<file path="config.mk">
export PLATFORM = sky130hd
export DESIGN_NAME = prbs8_check
export DESIGN_NICKNAME = d
export VERILOG_FILES = /design/src/rtl/prbs8_check.sv
export SDC_FILE = /design/constraint.sdc
export NUM_CORES = 1
export LEC_CHECK = 0
export ABC_CLOCK_PERIOD_IN_PS = 3940
export BUFFER_PORTS_ARGS = -buffer_cell sky130_fd_sc_hd__buf_2
export CORE_ASPECT_RATIO = 0.5
export CORE_MARGIN = 2
export CORE_UTILIZATION = 58
export DETAILED_ROUTE_END_ITERATION = 6
export GPL_ROUTABILITY_DRIVEN = 1
export PLACE_DENSITY_LB_ADDON = 0.25
export SKIP_LAST_GASP = 1
export SYNTH_ARGS = -nofsm -noshare
export SYNTH_HDL_FRONTEND = slang
export SYNTH_SLANG_ARGS = --single-unit
export TNS_END_PERCENT = 5
</file>
<file path="constraint.sdc">
create_clock -name CLK -period 3.94 [get_ports CLK]
set_clock_uncertainty 0.05 [all_clocks]
set_input_delay 0.985 -clock CLK [delete_from_list [all_inputs] [get_ports CLK]]
set_output_delay 0.985 -clock CLK [all_outputs]
set_load 0.01 [all_outputs]
</file>
<file path="src/rtl/prbs8_check.sv">
// rtl/prbs8_check.sv - PRBS8 serial checker with search/check/locked FSM, error and loss-of-lock counters
module prbs8_check #(
    parameter int LOCK_GOOD = 16,
    parameter int LOSS_ERRS = 4,
    parameter int LOSS_WIN  = 32
) (
    input  logic        CLK,
    input  logic        RESET,
    input  logic        DIN,
    input  logic        DIN_VALID,
    input  logic        CLEAR_ERR,
    output logic        LOCKED,
    output logic        ERR_PULSE,
    output logic [15:0] ERR_COUNT,
    output logic [7:0]  LOSS_COUNT
);

    localparam int GW = $clog2(LOCK_GOOD + 1);
    localparam int WW = $clog2(LOSS_WIN + 1);
    localparam int EW = $clog2(LOSS_ERRS + 1);

    localparam logic [GW-1:0] GOOD_MAX = GW'(LOCK_GOOD);
    localparam logic [WW-1:0] WIN_LAST = WW'(LOSS_WIN - 1);
    localparam logic [EW-1:0] ERRS_MAX = EW'(LOSS_ERRS);

    typedef enum logic [1:0] {
        ST_SEARCH = 2'd0,
        ST_CHECK  = 2'd1,
        ST_LOCKED = 2'd2
    } state_t;

    state_t        state_q, state_d;
    logic [7:0]    h_q, h_d;
    logic [2:0]    fill_q, fill_d;
    logic [GW-1:0] good_q, good_d;
    logic [WW-1:0] win_bits_q, win_bits_d;
    logic [EW-1:0] win_err_q, win_err_d;
    logic          err_pulse_q, err_pulse_d;
    logic [15:0]   err_count_q, err_count_d;
    logic [7:0]    loss_count_q, loss_count_d;

    logic          pred;
    logic          mismatch;
    logic [EW-1:0] win_err_sum;

    always_comb begin
        state_d      = state_q;
        h_d          = h_q;
        fill_d       = fill_q;
        good_d       = good_q;
        win_bits_d   = win_bits_q;
        win_err_d    = win_err_q;
        err_pulse_d  = 1'b0;
        err_count_d  = err_count_q;
        loss_count_d = loss_count_q;

        pred        = h_q[0] ^ h_q[2] ^ h_q[4] ^ h_q[7];
        mismatch    = DIN ^ pred;
        win_err_sum = win_err_q + EW'(mismatch);

        if (DIN_VALID) begin
            case (state_q)
                ST_SEARCH: begin
                    h_d = {h_q[6:0], DIN};
                    if (fill_q == 3'd7) begin
                        fill_d  = 3'd0;
                        good_d  = '0;
                        state_d = ST_CHECK;
                    end else begin
                        fill_d = fill_q + 3'd1;
                    end
                end
                ST_CHECK: begin
                    // Keep shifting raw DIN so a bad history flushes itself out
                    h_d = {h_q[6:0], DIN};
                    if (!mismatch && (h_q != 8'd0)) begin
                        if (good_q + GW'(1) == GOOD_MAX) begin
                            good_d     = '0;
                            win_bits_d = '0;
                            win_err_d  = '0;
                            state_d    = ST_LOCKED;
                        end else begin
                            good_d = good_q + GW'(1);
                        end
                    end else begin
                        good_d = '0;
                    end
                end
                ST_LOCKED: begin
                    // Flywheel on the prediction so one bad DIN bit costs one error
                    h_d = {h_q[6:0], pred};
                    if (mismatch) begin
                        err_pulse_d = 1'b1;
                        if (err_count_q != 16'hFFFF) begin
                            err_count_d = err_count_q + 16'd1;
                        end
                    end
                    if (win_err_sum == ERRS_MAX) begin
                        state_d    = ST_SEARCH;
                        fill_d     = 3'd0;
                        good_d     = '0;
                        win_bits_d = '0;
                        win_err_d  = '0;
                        if (loss_count_q != 8'hFF) begin
                            loss_count_d = loss_count_q + 8'd1;
                        end
                    end else if (win_bits_q == WIN_LAST) begin
                        win_bits_d = '0;
                        win_err_d  = '0;
                    end else begin
                        win_bits_d = win_bits_q + WW'(1);
                        win_err_d  = win_err_sum;
                    end
                end
                default: begin
                    state_d = ST_SEARCH;
                end
            endcase
        end

        if (CLEAR_ERR) begin
            err_count_d  = 16'd0;
            loss_count_d = 8'd0;
        end
    end

    always_ff @(posedge CLK) begin
        if (RESET) begin
            state_q      <= ST_SEARCH;
            h_q          <= 8'd0;
            fill_q       <= 3'd0;
            good_q       <= '0;
            win_bits_q   <= '0;
            win_err_q    <= '0;
            err_pulse_q  <= 1'b0;
            err_count_q  <= 16'd0;
            loss_count_q <= 8'd0;
        end else begin
            state_q      <= state_d;
            h_q          <= h_d;
            fill_q       <= fill_d;
            good_q       <= good_d;
            win_bits_q   <= win_bits_d;
            win_err_q    <= win_err_d;
            err_pulse_q  <= err_pulse_d;
            err_count_q  <= err_count_d;
            loss_count_q <= loss_count_d;
        end
    end

    assign LOCKED     = (state_q == ST_LOCKED);
    assign ERR_PULSE  = err_pulse_q;
    assign ERR_COUNT  = err_count_q;
    assign LOSS_COUNT = loss_count_q;

endmodule

</file>
==> impl_metrics.csv <==
group,metric,value,unit
cts,postCtsResizedCells,0,
cts,clk_transition_reported_paths,0.10,ns
detailed_routing,detailedRoute.firstPassIterationCount,4,
floorplan,rows,18,
logic_synthesis,synth_cell_type_count,57,
status,outcome,"finished, final reports clean",
critical_path,worstPathCellList,"buf_2, xor3_1, ha_1, ha_1, or2_2, o221ai_1, nor2_1, o311ai_0, o41ai_2",
finish,drive_above_1_share,0.1491,
critical_path,timing.reg2reg.worst_path_depth,9,
detailed_routing,wirelength,6.267,mm
timing,fin_setup_tns,0,ns
pwr,total_power,910.8,uW
critical_path,critical_path.most_common_cell,"sky130_fd_sc_hd__ha_1",
floorplan,core,4865,um^2
critical_path,critical_path.reg2reg.endpoint,"win_err_q[2]$_SDFFE_PP0P_",
logic_synthesis,async_flop_share,0,
critical_path,cp_data_arrival_time,3.27,ns
logic_synthesis,main_area_contributors_after_synthesis,"sky130_fd_sc_hd__dfxtp_1 36%, sky130_fd_sc_hd__ha_1 5.2%, sky130_fd_sc_hd__a21oi_1 4.5%",
placed_design,io_buffers,30,
critical_path,reg2reg_slack,0.92,ns
cts,cts_tree,"yes",
critical_path,timing.critical_path.slowest_stage_cell,"sky130_fd_sc_hd__xor3_1",
finish,area_growth,8.773,%
logic_synthesis,syn-instance-count,341,
global_route,grt_first_pass_wirelength,9.770,mm
timing,worstMarginPinSlew,0.6939,ns
critical_path,setup_crit_end_kind,"flop",
timing,maxSlewViolCount,0,
logic_synthesis,synth_area,2895,um^2
logic_synthesis,synth_fp_nets,358,
floorplan,initial_utilization,0.5952,
global_route,gr-usage-met2,0.4013,
global_route,groute.layer.met3.usage,0.04722,
timing,grt_setup_unrepaired,"false",
floorplan,floorplan.die.height,53.96,um
timing,portion_of_the_clock_cycle_consumed_by_the_worst_path_in_the_final_layout,0.7915,
timing,final_period_minus_worst_setup_slack,3.119,ns
critical_path,worst-endpoint-required,4.09,ns
logic_synthesis,postSynthRegisterBits,52,
pwr,power.ir.vdd_worst,0.1589,mV
cts,clock-root-buffer,"sky130_fd_sc_hd__clkbuf_8",
pwr,power-per-cell-area,289.2,nW/um^2
logic_synthesis,netlist.area_leader.share,0.3596,
pwr,p_leak,0.001185,uW
detailed_routing,dr.first_iter.drc_count,101,
run,maxCapViolations,0,
placed_design,gp_congestion,0.9240,
floorplan,boundaryPins,31,
logic_synthesis,yosysWarningCount,0,
timing,max_freq,320.7,MHz
cts,cts_buffer_depth,2,
cts,post_cts_repair_timing_setup_buffer_count,0,
floorplan,die_width,103.9,um
global_route,grt.busiest_layer,"met2",
critical_path,timing.critical_path.from_type,"primary input",
global_route,grt_usage,0.2183,
floorplan,die_area,5608,um^2
global_route,globalRouteMet1Util,0.2687,
global_route,grt_max_degree,32,
logic_synthesis,synth_area_leader_cell,"sky130_fd_sc_hd__dfxtp_1",
min_path,min_delay_worst_endpoint,"h_q[2]$_SDFFE_PP0P_",
timing,worst_slew_margin_rel,0.5369,
finish,num_antenna_cells,0,
cts,tritoncts.num_buffers,5,
timing,report.final.hold_viol_count,0,
logic_synthesis,synth_area_per_cell,8.491,um^2
critical_path,worst-path-max-fanout,6,
finish,post-route-util,0.6474,
cts,cts_htree_levels,2,
logic_synthesis,most_numerous_cell_types_in_the_synthesized_netlist,"52 x sky130_fd_sc_hd__dfxtp_1, 34 x sky130_fd_sc_hd__nand2_1, 32 x sky130_fd_sc_hd__nor2_1",
detailed_routing,drt-wirelength-per-cell,14.28,um
timing,setup_violations,0,
logic_synthesis,synth-main-ff-cell,"sky130_fd_sc_hd__dfxtp_1",
critical_path,maximum_single_stage_delay_on_the_critical_path,0.42,ns
cts,clk_latency,0.32,ns
detailed_routing,drcViolationCount,0,
logic_synthesis,synth.yosys.seq_area_share,0.3596,
cts,clkSinkCount,52,
finish,final_nets,385,
finish,final.fill_count,428,
logic_synthesis,synth.most_common_cell,"sky130_fd_sc_hd__dfxtp_1",
cts,cts.hold.buffers_added,0,
global_route,grt_antenna_before_repair,0,
min_path,whs_path_depth,2,
global_route,gr-total-overflow,0,
critical_path,regToRegStartpoint,"h_q[2]$_SDFFE_PP0P_",
detailed_routing,routed-via-count,2601,
min_path,min_path_type,"flop to flop",
min_path,worst_hold_startpoint,"h_q[1]$_SDFFE_PP0P_",
placed_design,dpl.hpwl,4.548,mm
logic_synthesis,synth_edf_count,0,
detailed_routing,antenna_left,0,
global_route,first_global_vias,2219,
critical_path,crit_type,"primary input to flop",
detailed_routing,viasPerCell,5.925,
## cells by family after synthesis
group,Yosys count,share of synthesized area
multiplexers,4,0.01426
flip-flops,52,0.3596
AO/OA/AOI/OAI,88,0.2152
adder cells (fa/ha/maj),12,0.05186
buffers and inverters,26,0.05013
AND/OR/NAND/NOR,145,0.2615
XOR/XNOR,14,0.04754
## cell type report
| class | instances | area, um^2 | area share |
|---|---|---|---|
| clock inverters | 3 | 25.02 | 0.007946 |
| repair buffers | 32 | 165.2 | 0.05244 |
| clock buffers | 5 | 68.82 | 0.02185 |
| inverters | 14 | 52.55 | 0.01669 |
| well taps | 70 | 87.58 | 0.02781 |
| flip-flops and latches | 52 | 1041 | 0.3306 |
| multi-input cells | 263 | 1709 | 0.5427 |
## how the worst max path moves through the flow
| stage | from | to | slack [ns] | depth (start not counted) |
|---|---|---|---|---|
| floorplan | DIN | state_q[0]$_SDFFE_PP0P_ | 0.49 | 9 |
| global placement | DIN | win_err_q[2]$_SDFFE_PP0P_ | 0.56 | 9 |
| detailed placement | DIN | win_err_q[2]$_SDFFE_PP0P_ | 0.50 | 9 |
| CTS | DIN | win_err_q[2]$_SDFFE_PP0P_ | 0.84 | 9 |
| global route | DIN | win_err_q[2]$_SDFFE_PP0P_ | 0.66 | 9 |
| finish | DIN | win_err_q[2]$_SDFFE_PP0P_ | 0.82 | 9 |
## per-stage QoR
| step | instances | setup WS (ns) | hold slack, ns | instance area, um^2 |
|---|---|---|---|---|
| after floorplan | 341 | 0.4896 | 0.3895 | 2895 |
| after global placement | 431 | 0.5598 | 0.4015 | 3055 |
| after detailed placement | 431 | 0.4954 | 0.4124 | 3055 |
| after CTS | 439 | 0.8419 | 0.4267 | 3149 |
| after global routing | 439 | 0.6605 | 0.4551 | 3149 |
| final | 439 | 0.8213 | 0.4233 | 3149 |
## power by group
part	leakage, uW	internal (uW)	switching [uW]	total, uW
Sequential	0.000419	528	2.15	530
Clock	0.0000452	130	202	332
Combinational	0.000721	14.4	34.2	48.7
## worst max-delay path: cells and delay by family
family,cells,cell delay [ns]
xor+xnor,1,0.42
simple gates,2,0.40
compound gates,3,0.87
fa+ha+maj,2,0.50
buf+inv,1,0.09
## metal layers
metal / up-vias / share of wire
li1: 1297 / -
met1: 1220 / 0.46
met2: 77 / 0.47
met3: 7 / 0.058
met4: 0 / 0.0064
met5: - / 0
## flip-flops by register name (all words and copies together) (netlist names)
name,flops
ERR_PULSE,1
ERR_COUNT,16
fill_q,3
win_bits_q,6
win_err_q,3
h_q,8
state_q,2
good_q,5
LOSS_COUNT,8
## layout by cell type, fill, tap and decap left out, types with 4 or more instances in the layout
| cell type | n |
|---|---|
| sky130_fd_sc_hd__o21ai_0 | 16 |
| sky130_fd_sc_hd__nor3_1 | 4 |
| sky130_fd_sc_hd__nand2_1 | 34 |
| sky130_fd_sc_hd__and2_1 | 7 |
| sky130_fd_sc_hd__buf_2 | 30 |
| sky130_fd_sc_hd__a21oi_1 | 26 |
| sky130_fd_sc_hd__inv_1 | 13 |
| sky130_fd_sc_hd__nand3_1 | 18 |
| sky130_fd_sc_hd__nor2b_1 | 5 |
| sky130_fd_sc_hd__or3_1 | 11 |
| sky130_fd_sc_hd__clkbuf_8 | 5 |
| sky130_fd_sc_hd__nand4_1 | 5 |
| sky130_fd_sc_hd__o2111ai_1 | 10 |
| sky130_fd_sc_hd__xnor2_1 | 11 |
| sky130_fd_sc_hd__nand2b_1 | 4 |
| sky130_fd_sc_hd__or4_1 | 4 |
| sky130_fd_sc_hd__dfxtp_1 | 52 |
| sky130_fd_sc_hd__ha_1 | 12 |
| sky130_fd_sc_hd__and3_1 | 8 |
| sky130_fd_sc_hd__nor2_1 | 32 |
No activity file was read; power rests on OpenSTA's default activity.
